==> src/rtl/vehicle_detector_if.sv <==
// Signal bundle between the country-road loop detector and the highway controller.
interface vehicle_detector_if #(
    parameter int unsigned CNT_W = 4
);
    logic             pulse;
    logic             loop_raw;
    logic             enable_countryroad;
    logic             sensor;
    logic [CNT_W-1:0] car_count;
    logic             loop_fault;

    modport master (
        output pulse, loop_raw, enable_countryroad,
        input  sensor, car_count, loop_fault
    );

    modport slave (
        input  pulse, loop_raw, enable_countryroad,
        output sensor, car_count, loop_fault
    );
endinterface

==> src/rtl/vehicle_detector.sv <==
// Country-road inductive-loop detector: synchronise, debounce, count queued vehicles, request service.
// Optional stuck-loop monitor enabled by macro VEHICLE_DETECTOR_STUCK_EN.
module vehicle_detector #(
    parameter int unsigned DEB_CYCLES = 3,
    parameter int unsigned CNT_W      = 4,
    parameter int unsigned STUCK_SEC  = 30
) (
    input  logic                clk,
    input  logic                rst_n,
    vehicle_detector_if.slave   bus
);
    localparam int unsigned DEB_W = (DEB_CYCLES > 1) ? $clog2(DEB_CYCLES) : 1;
    localparam logic [DEB_W-1:0] DEB_LAST = DEB_W'(DEB_CYCLES - 1);
    localparam logic [CNT_W-1:0] CNT_MAX  = '1;

    typedef enum logic [1:0] {
        EMPTY   = 2'd0,
        QUEUED  = 2'd1,
        SERVING = 2'd2
    } state_e;

    logic             sync1;
    logic             sync2;
    logic             filt;
    logic [DEB_W-1:0] deb_cnt;
    logic             rise_c;
    logic             depart_c;
    logic [CNT_W-1:0] count_q;
    logic [CNT_W-1:0] count_nxt_c;
    state_e           state_q;
    state_e           state_nxt_c;
    logic             sensor_q;
    logic             sensor_nxt_c;
    logic             fault_q;

    // Synchroniser and debounce filter on the raw loop level
    always_ff @(posedge clk) begin
        if (!rst_n) begin
            sync1   <= 1'b0;
            sync2   <= 1'b0;
            filt    <= 1'b0;
            deb_cnt <= '0;
        end else begin
            sync1 <= bus.loop_raw;
            sync2 <= sync1;
            if (sync2 == filt) begin
                deb_cnt <= '0;
            end else if (deb_cnt == DEB_LAST) begin
                filt    <= sync2;
                deb_cnt <= '0;
            end else begin
                deb_cnt <= deb_cnt + DEB_W'(1);
            end
        end
    end

    // Arrival fires on the cycle the filtered level is about to rise, so the count moves with it
    assign rise_c   = sync2 & ~filt & (deb_cnt == DEB_LAST);
    assign depart_c = bus.pulse & bus.enable_countryroad & (count_q != '0);

    always_comb begin
        count_nxt_c = count_q;
        if (rise_c && !depart_c && (count_q != CNT_MAX)) begin
            count_nxt_c = count_q + CNT_W'(1);
        end else if (depart_c && !rise_c) begin
            count_nxt_c = count_q - CNT_W'(1);
        end
    end

    always_ff @(posedge clk) begin
        if (!rst_n) begin
            count_q <= '0;
        end else begin
            count_q <= count_nxt_c;
        end
    end

    // FSM state register
    always_ff @(posedge clk) begin
        if (!rst_n) begin
            state_q <= EMPTY;
        end else begin
            state_q <= state_nxt_c;
        end
    end

    // FSM next state
    always_comb begin
        state_nxt_c = state_q;
        case (state_q)
            EMPTY: begin
                if (rise_c) begin
                    state_nxt_c = bus.enable_countryroad ? SERVING : QUEUED;
                end
            end
            QUEUED: begin
                if (bus.enable_countryroad) begin
                    state_nxt_c = (count_nxt_c == '0) ? EMPTY : SERVING;
                end
            end
            SERVING: begin
                if (count_nxt_c == '0) begin
                    state_nxt_c = EMPTY;
                end else if (!bus.enable_countryroad) begin
                    state_nxt_c = QUEUED;
                end
            end
            default: state_nxt_c = EMPTY;
        endcase
    end

    // FSM output decode; a latched fault keeps the country road requested
    always_comb begin
        sensor_nxt_c = 1'b0;
        if ((state_q == QUEUED) || (state_q == SERVING) || fault_q) begin
            sensor_nxt_c = 1'b1;
        end
    end

    always_ff @(posedge clk) begin
        if (!rst_n) begin
            sensor_q <= 1'b0;
        end else begin
            sensor_q <= sensor_nxt_c;
        end
    end

`ifdef VEHICLE_DETECTOR_STUCK_EN
    localparam int unsigned STUCK_W = $clog2(STUCK_SEC + 1);

    logic [STUCK_W-1:0] stuck_cnt;

    // Seconds of continuous occupancy; the fault latches until reset
    always_ff @(posedge clk) begin
        if (!rst_n) begin
            stuck_cnt <= '0;
            fault_q   <= 1'b0;
        end else begin
            if (!filt) begin
                stuck_cnt <= '0;
            end else if (bus.pulse && (stuck_cnt != STUCK_W'(STUCK_SEC))) begin
                stuck_cnt <= stuck_cnt + STUCK_W'(1);
            end
            if (filt && bus.pulse && (stuck_cnt == STUCK_W'(STUCK_SEC - 1))) begin
                fault_q <= 1'b1;
            end
        end
    end
`else
    logic unused_stuck_cfg;

    // STUCK_SEC has no meaning without the monitor
    assign unused_stuck_cfg = ^32'(STUCK_SEC);
    assign fault_q          = 1'b0;
`endif

    assign bus.sensor     = sensor_q;
    assign bus.car_count  = count_q;
    assign bus.loop_fault = fault_q;
endmodule
==> src/flat_wrapper.sv <==
// flat-port wrapper written by rule: the top's interface ports become plain ports
module vehicle_detector_flat 
#(
    parameter int unsigned DEB_CYCLES = 3,
    parameter int unsigned CNT_W      = 4,
    parameter int unsigned STUCK_SEC  = 30
)
  (clk, rst_n, bus_pulse, bus_loop_raw, bus_enable_countryroad, bus_sensor, bus_car_count, bus_loop_fault);
  vehicle_detector_if #(.CNT_W(CNT_W)) bus_i ();
  input  logic clk;
  input  logic rst_n;
  input wire logic [$bits(bus_i.pulse)-1:0] bus_pulse;
  input wire logic [$bits(bus_i.loop_raw)-1:0] bus_loop_raw;
  input wire logic [$bits(bus_i.enable_countryroad)-1:0] bus_enable_countryroad;
  output wire logic [$bits(bus_i.sensor)-1:0] bus_sensor;
  output wire logic [$bits(bus_i.car_count)-1:0] bus_car_count;
  output wire logic [$bits(bus_i.loop_fault)-1:0] bus_loop_fault;
  assign bus_i.pulse = bus_pulse;
  assign bus_i.loop_raw = bus_loop_raw;
  assign bus_i.enable_countryroad = bus_enable_countryroad;
  assign bus_sensor = bus_i.sensor;
  assign bus_car_count = bus_i.car_count;
  assign bus_loop_fault = bus_i.loop_fault;
  vehicle_detector #(.DEB_CYCLES(DEB_CYCLES), .CNT_W(CNT_W), .STUCK_SEC(STUCK_SEC)) u_core (.clk(clk), .rst_n(rst_n), .bus(bus_i));
endmodule
==> config.mk <==
export PLATFORM = sky130hd
export DESIGN_NAME = vehicle_detector_flat
export DESIGN_NICKNAME = d
export VERILOG_FILES = /design/src/rtl/vehicle_detector_if.sv /design/src/rtl/vehicle_detector.sv /design/src/flat_wrapper.sv
export SDC_FILE = /design/constraint.sdc
export NUM_CORES = 1
export LEC_CHECK = 0
export BUFFER_PORTS_ARGS = -buffer_cell sky130_fd_sc_hd__buf_2
export CAP_MARGIN = 20
export CORE_MARGIN = 8
export CORE_UTILIZATION = 49
export DETAILED_ROUTE_END_ITERATION = 8
export PLACE_DENSITY = 0.72
export SETUP_SLACK_MARGIN = 0.15
export SLEW_MARGIN = 20
export SYNTH_ARGS = -nofsm -noshare
export SYNTH_HDL_FRONTEND = slang
export SYNTH_SLANG_ARGS = --single-unit
==> constraint.sdc <==
create_clock -name clk -period 2.14 [get_ports clk]
set_clock_uncertainty 0.2 [all_clocks]
set_input_delay 0.214 -clock clk [delete_from_list [all_inputs] [get_ports clk]]
set_output_delay 0.214 -clock clk [all_outputs]
set_load 0.1 [all_outputs]
### Word-level counts from Yosys, hierarchy flattened

Index checks and enable logic that the tools add are counted.

* add/sub/neg operators: 3
* equality and inequality tests: 8
* mux-type cells: 10
* bitwise logic cells: 7
* reductions and logical operators: 12

Operators with widths (count)
* $mux W2: 6
* $mux W4: 2
* $pmux W2 S3: 1
* $add A4 B1 Y4 const B: 1
* $and A1 B1 Y1: 4
* $eq A2 B2 Y1 const B: 2
* $logic_not A4 Y1: 1
* $ne A4 B4 Y1 const B: 1
* $reduce_bool A4 Y1: 1
* $sub A4 B1 Y4 const B: 1
* $logic_and A1 B1 Y1: 3
* $ne A3 B2 Y1 const B: 1
* $not A1 Y1: 3
* $reduce_and A3 Y1: 1
* $reduce_or A3 Y1: 1
* $add A2 B1 Y2 const B: 1
* $eq A2 B1 Y1 const B: 1
* $logic_not A1 Y1: 2
* $logic_not A2 Y1: 1
* $ne A2 B1 Y1 const B: 1
* $ne A2 B2 Y1 const B: 1
* $reduce_and A2 Y1: 1
* $eq A1 B1 Y1: 1
* $logic_or A1 B1 Y1: 1
* $mux W1: 1

* flip-flop bits (word level): 12
* bits of input ports: 5
* output and inout port bits: 6
* logic and storage cells: 47

### Logic depth before layout (Yosys ltp)

Gate-level depths: netlist of the first run.

* word-level depth: 11
* depth in mapped cells: 8

### Least setup slack after synthesis of the first run

No wires, ideal clock.

* path kind: reg2reg
* start point: register u_core.count_q[0], in the netlist u_core.bus.car_count[0]
* end point: register u_core.state_q[1]
* library setup time: 79 ps
* arrival: 2775 ps
* data required time: 1861 ps
* path slack: -913 ps
* cell stages (with the launch flop): 9
* path buffers: 0
* period minus slack after synthesis: 3053 ps
* cell sequence: dfxtp_1 > inv_1 > ha_1 > or2b_2 > a2111oi_2 > a211o_1 > nand4_2 > a211o_1 > o211ai_1

* cells in the longest elaborated chain, start to end: 10

Ends and longest elaborated chain
* from (decl): line vehicle_detector.sv:28 `logic [CNT_W-1:0] count_q;`
* from (signal assigned): line vehicle_detector.sv:74 `count_q <= count_nxt_c;`
* parallel branches: the longest is 5 deep, another holds $sub A4 B1 Y4
* $mux W4 (*): line vehicle_detector.sv:63 `if (rise_c && !depart_c && (count_q != CNT_MAX)) begin`
* $logic_not A4 Y1 (*): line vehicle_detector.sv:98, vehicle_detector.sv:102
* $mux W2: line vehicle_detector.sv:98 `state_nxt_c = (count_nxt_c == '0) ? EMPTY : SERVING;`
* $mux W2: line vehicle_detector.sv:97 `if (bus.enable_countryroad) begin`
* $pmux W2 S3: line vehicle_detector.sv:90 `case (state_q)`
* to (signal assigned): line vehicle_detector.sv:83 `state_q <= state_nxt_c;`
* to (decl): line vehicle_detector.sv:30 `state_e state_q;`

Every way passes the cells marked *. The select of a mux whose other input is x is not followed.
A chain may end at the register's enable or synchronous reset.

### Final worst setup path of the first run

* start point: register u_core.count_q[1], in the netlist u_core.bus.car_count[1]
* end point: register u_core.state_q[1]

The elaborated chain is that of the path after synthesis.

==> results.md, run 1 <==
- Peak VDD IR: roughly 380 uV
- Critical setup path kind: reg2reg
- Largest stage delay, worst path: between 0.4 and 0.5 ns
- Port bufs: 9
- Worst Setup Start Kind: register
- Crit-path leading delay family: compound AO/OA/AOI/OAI gates
- Post-synth EDFFs: 0
- Setup-failing EPs final: 2
- Max Cap Violations: 0
- Antenna-violating nets left: 0
- Non-filler cells, final: 136
- Synth Area in Adders: approximately 12%
- Share of cells above drive strength 1: 37.5%
- Clk_lat worst skew: between 0.2 and 0.3 ns
- Post-synthesis async set-or-reset flop share: 0%
- Initial Utilization: 53.1%
- Clock edge transition at the registers on the reported setup and hold paths: 0.08 ns
- RD Place Congestion: approximately 0.88
- Cell Chain, Critical Path: inv_4 -> ha_4 -> or3b_4 -> a211o_1 -> a211o_1 -> nand4_4 -> a31oi_2 -> o211ai_1
- Routed WL per cell: between 10 and 15 um
- Antenna diodes: 0
- Detailed Routing Iterations Pass 1: 4
- CP max FO: 5
- Status: finished, violations left
- Via density: 5.69
- Placed wire-length estimate: 1310 um
- Final worst path period share: 104%
- Site Rows: 14
- Syn. warnings: 0
- Total wire length: 1890 um
- Pleak: 0.000491 uW
- Crit path DAT: 2.22 ns
- Initial DRC Count: 18
- Most frequent CP cell: a211o_1
- Syn_nets: 110
- Die footprint: 0.00321 sq mm
- HP Class: in2reg
- Root Buffer: clkbuf_4
- DR top layer: met4
- Period minus WS final: 2.22 ns
- Die height: 56.6 um
- Fmax achieved: 0.451 GHz
- Number of distinct library cells after synthesis: 41
- IO Count: 11
- Met3 wire len: 95 um
- Largest family of logic cells by synthesized area: simple AND/OR/NAND/NOR gates
- Simple-gate area share of the yosys netlist: 30.6%
- Met2 WL: 902 um
- Compound-Gate Fraction of Synth Area: between 10% and 20%
- Register area share after synthesis: 29.7%
- Core Area: 0.00152 sq mm
- Initial antenna violation count: 0
- Post-layout net count: ~130
- Vias in the first global route: around 760
- Unrepaired setup endpoints after global routing: true
- First-pass GRT wire length: 3190 um
- CP Capture Type: register
- Cell area after synthesis: between 800 and 900 sq um
- Max-slew violations: 0
- Clock buffer depth: 2
- Power Density: 419 mW/mm^2
- Area Overhead vs Synth: 31.8%
- Final setup TNS: -0.124 ns
- Drc violations: 0
- Die width: 56.6 um
- CP required: 2.14 ns
- Post-synth top flop: dfxtp_1
- Final worst slack: -0.0763 ns
- H-tree depth: 1
- Mapped Avg Cell Area: between 8 and 9 sq um
- XOR/XNOR share of the synthesized area: 0%
- Cts bufs inserted: 3
- Post-placement cell count: 127
- Largest net degree at the start of global routing: 13
- Post-Synthesis Cells: 97
- Mux share of post-synthesis cell area: 0%
- Failing checks: negative setup slack
- Buf/Inv on CP: 1
- Met1 WL: 849 um
- Vias post-DR: a little under 800
- Slowest cell on crit path: or3b_4
- CTS tree: yes
- Hold Violations, Final: 0
- Congestion Overflow GR: 0
- Clk sink count: 12
- GRT Overall Usage: 12.1%
- Count of state elements after synthesis: 12
- Setup WS pre-CTS: -0.0856 ns
==> kinds of logic (layout without fill, tap and decap cells) <==
kind of cell    Yosys count  count (layout)
flops                    12              12
other cells               1               1
fa+ha+maj                 8               8
compound gates           21              21
simple gates             42              42
buf+inv                  13              36
==> cell usage in the layout (no fill, tap or decap), types with 2 or more instances in the layout <==
cell type  netlist  routed
nand3_1          6       6
o211ai_1         2       2
inv_4            0       2
and2_1           4       4
nand2_1          8       8
clkbuf_4         0       3
dfxtp_4          0       2
inv_1           10       8
buf_2            0       9
nor2b_1          2       2
a21oi_1          3       2
nand4_1          2       2
a211o_1          3       3
dfxtp_2          0       2
nor2_1           5       5
buf_4            1      11
dfxtp_1         12       8
ha_1             8       7
==> through the flow <==
step | util, % | power [uW] | instance area [sq um] | hold slack, ns
3_5_place_dp | 62.6 | 263 | 955 | 0.210
4_1_cts | 69.0 | 447 | 1050 | 0.0528
5_1_grt | 70.0 | 468 | 1070 | 0.0478
3_3_place_gp | 62.6 | 262 | 955 | 0.201
2_1_floorplan | - | 256 | 852 | 0.141
6_report | 70.0 | 447 | 1070 | 0.0458
==> Yosys cell counts, drive strengths merged (2+ instances only) <==
| library cell | instances | share of area (%) |
|---|---|---|
| a21oi | 3 | 1.9 |
| buf | 2 | 2.3 |
| dfxtp | 12 | 30 |
| nand4 | 3 | 3.1 |
| nand3 | 6 | 3.7 |
| nand2 | 9 | 4.5 |
| and3 | 3 | 2.6 |
| nor2 | 5 | 2.3 |
| o21ai | 2 | 1.2 |
| o211ai | 2 | 1.9 |
| and2 | 5 | 4.0 |
| a211o | 3 | 3.2 |
| a21o | 2 | 2.0 |
| or2b | 2 | 2.0 |
| a31oi | 2 | 1.5 |
| ha | 8 | 12 |
| inv | 10 | 4.6 |
| nor2b | 2 | 1.5 |
==> per-layer routing <==
metal,vias to the layer above,global-route usage [%]
met2,20,20.5
met5,-,0
met1,360,13.4
li1,389,-
met3,5,3.15
met4,0,6.19
==> timing repair <==
| action | CTS | global route |
|---|---|---|
| gates resized for setup | 4 | 4 |
| hold buffers | 1 | 0 |
| endpoints found under the setup margin | 4 | 4 |
| setup buffers | 4 | 0 |
| hold endpoints to repair | 1 | 0 |
| pin swaps | 3 | 4 |
==> final timing paths <==
kind	slack (ns)	startpoint	depth (start not counted)	to
max	-0.08	u_core.bus.car_count[1]$_SDFF_PN0_	8	u_core.state_q[1]$_SDFFE_PN0P_
max reg2reg	-0.08	u_core.bus.car_count[1]$_SDFF_PN0_	8	u_core.state_q[1]$_SDFFE_PN0P_
min	0.05	rst_n	2	u_core.bus.car_count[1]$_SDFF_PN0_
min reg2reg	0.22	u_core.deb_cnt[0]$_SDFF_PP0_	1	u_core.deb_cnt[0]$_SDFF_PP0_
==> registers in the layout, indices dropped and copies added (netlist names) <==
name,count
u_core.deb_cnt,2
u_core.state_q,2
u_core.sync1,1
u_core.bus.car_count,4
u_core.bus.sensor,1
u_core.sync2,1
u_core.filt,1
==> layout make-up <==
| cell class | count | area, sq um |
|---|---|---|
| inverters | 10 | 42.5 |
| flip-flops and latches | 12 | 250 |
| repair buffers | 22 | 149 |
| clock buffers | 4 | 36.3 |
| well taps | 16 | 20.0 |
| multi-input cells | 72 | 569 |
| fillers | 121 | 457 |
==> where the power goes <==
group	switching, uW	internal, uW	total, uW
logic	24.9	11.3	36.2
clock network	82.7	104	186
registers	1.18	223	224
No activity file was read; power rests on OpenSTA's default activity.
==> inputs of run 2 (changes only) <==
--- a/config.mk
+++ b/config.mk
@@ -16,3 +16,4 @@
 export SYNTH_ARGS = -nofsm -noshare
 export SYNTH_HDL_FRONTEND = slang
 export SYNTH_SLANG_ARGS = --single-unit
+export TNS_END_PERCENT = 1
==> results.md, run 2 (synthesis gave the netlist of run 1 again) <==
- Met1 usage: 14.6% (+1.2 points)
- Peak VDD IR: 339 uV (-11%)
- Initial antenna violation count: 0 (unchanged)
- Die height: 56.6 um (unchanged)
- Non-filler cells, final: 132 (-2.9%)
- Drc violations: 0 (unchanged)
- H-tree depth: 1 (unchanged)
- Most frequent cells in the layout: buf_2, inv_1, nand2_1, buf_4, dfxtp_1
- Final worst slack: -0.0900 ns (-0.0138 ns)
- CP max FO: 5 (unchanged)
- Fmax achieved: 0.448 GHz (-0.62%)
- Crit-path leading delay family: compound AO/OA/AOI/OAI gates
- Congestion Overflow GR: 0 (unchanged)
- Core Area: 0.00152 sq mm (unchanged)
- CP required: 2.14 ns (about the same)
- Hold Violations, Final: 0 (unchanged)
- Power Density: 433 mW/mm^2 (+3.5%)
- Largest stage delay, worst path: 0.41 ns (about the same)
- Setup WS pre-CTS: -0.0336 ns (+0.0520 ns)
- Critical setup path kind: reg2reg
- Failing checks: negative setup slack
- Area Overhead vs Synth: 26.7%
- Cts bufs inserted: 3 (unchanged)
- Routed WL per cell: 13.2 um (-5.1%)
- Antenna diodes: 0 (unchanged)
- Final setup TNS: -0.180 ns (-0.0557 ns)
- First-pass GRT wire length: 2970 um (-6.9%)
- Clk_lat worst skew: 0.28 ns (about the same)
- Most frequent CP cell: a211o_1
- Max-slew violations: 0 (unchanged)
- Clk sink count: 12 (unchanged)
- Placed wire-length estimate: 1310 um (-0.49%)
- Clock buffer depth: 2 (unchanged)
- Commonest non-fill, non-tap cell in the layout: buf_2
- Busiest grt layer: met2
- Site Rows: 14 (unchanged)
- Total wire length: 1740 um (-7.9%)
- Worst Setup Start Kind: register
- Share of cells above drive strength 1: 34.5% (-3.0 points)
- Buf/Inv on CP: 1 (unchanged)
- Detailed Routing Iterations Pass 1: 4 (unchanged)
- Port bufs: 9 (unchanged)
- Via density: 5.42 (-4.7%)
- Met2 GRT Util: 16.0% (-4.5 points)
- Slowest cell on crit path: or3b_4
- Post-layout net count: 130 (-3.0%)
- GRT Overall Usage: 11.2% (-0.89 points)
- Largest net degree at the start of global routing: 13 (unchanged)
- Largest register FFs: 4 (unchanged)
- Setup-failing EPs final: 2 (unchanged)
- Vias in the first global route: 700 (-8.0%)
- Final worst path period share: 104% (+0.64 points)
- Clock edge transition at the registers on the reported setup and hold paths: 0.09 ns (about the same)
- Post-placement cell count: 127 (unchanged)
- Antenna-violating nets left: 0 (unchanged)
- Crit path DAT: 2.23 ns (about the same)
- Initial DRC Count: 9 (-9)
- Vias post-DR: 716 (-7.5%)
- RD Place Congestion: 0.879 (about the same)
- Cell Chain, Critical Path: inv_4 -> ha_4 -> or3b_4 -> a211o_1 -> a211o_1 -> nand4_4 -> a31oi_2 -> o22ai_1
- Post-CTS Setup Bufs: 0 (-4)
- Status: finished, violations left
- Root Buffer: clkbuf_4
- Die footprint: 0.00321 sq mm (unchanged)
- Max Cap Violations: 0 (unchanged)
- CTS tree: yes
- HP Class: in2reg
- Grt met3 use: 2.70% (-0.45 points)
- Initial Utilization: 53.1% (unchanged)
- Pleak: 0.000470 uW (-4.2%)
- Die width: 56.6 um (unchanged)
- Unrepaired setup endpoints after global routing: true
- Period minus WS final: 2.23 ns (+0.0138 ns)
- IO Count: 11 (unchanged)
- CP Capture Type: register
[run 2: path summary, 6_finish.rpt]
| check | start | to | slack (ns) | depth (start not counted) |
|---|---|---|---|---|
| worst max-delay path | u_core.bus.car_count[1]$_SDFF_PN0_ | u_core.state_q[0]$_SDFFE_PN0P_ | -0.09 | 8 |
| worst min-delay path | rst_n | u_core.bus.car_count[1]$_SDFF_PN0_ | 0.05 | 2 |
| worst max register to register | u_core.bus.car_count[1]$_SDFF_PN0_ | u_core.state_q[0]$_SDFFE_PN0P_ | -0.09 | 8 |
| worst min register to register | u_core.deb_cnt[0]$_SDFF_PP0_ | u_core.deb_cnt[0]$_SDFF_PP0_ | 0.21 | 1 |
[run 2: layout make-up]
cell class	instances	area (sq um)
timing repair buffer	18	115
sequential	12	250
clock buffer	4	36.3
multi-input combinational	72	562
fill	132	498
inverter	10	42.5
tap	16	20.0
[run 2: power breakdown]
| part | leakage, uW | total, uW | switching (uW) | internal (uW) |
|---|---|---|---|---|
| logic | 0.000349 | 35.3 | 24.3 | 10.9 |
| clock network | 0.0000210 | 185 | 81.5 | 103 |
| registers | 0.0000998 | 224 | 1.10 | 223 |
| total | 0.000470 | 444 | 107 | 337 |
[run 2: metrics by stage]
stage | hold WS (ns) | area, sq um | util (%) | power (uW)
2_1_floorplan | 0.141 | 852 | - | 256
3_3_place_gp | 0.202 | 955 | 62.6 | 261
3_5_place_dp | 0.202 | 955 | 62.6 | 262
4_1_cts | 0.0493 | 1000 | 65.7 | 447
5_1_grt | 0.0616 | 1030 | 67.3 | 463
6_report | 0.0479 | 1030 | 67.3 | 444
[run 2: per-layer routing]
metal	wire length, um	vias to the layer above
li1	-	380
met1	869	318
met2	768	14
met3	68	4
met4	30	0
met5	0	-
[run 2: what timing repair did]
| item | 4_1_cts | 5_1_grt |
|---|---|---|
| hold buffers | 1 | 0 |
| endpoints found under the setup margin | 2 | 4 |
| hold endpoints to repair | 1 | 0 |
| pin swaps | 0 | 3 |
| gates resized for setup | 0 | 4 |
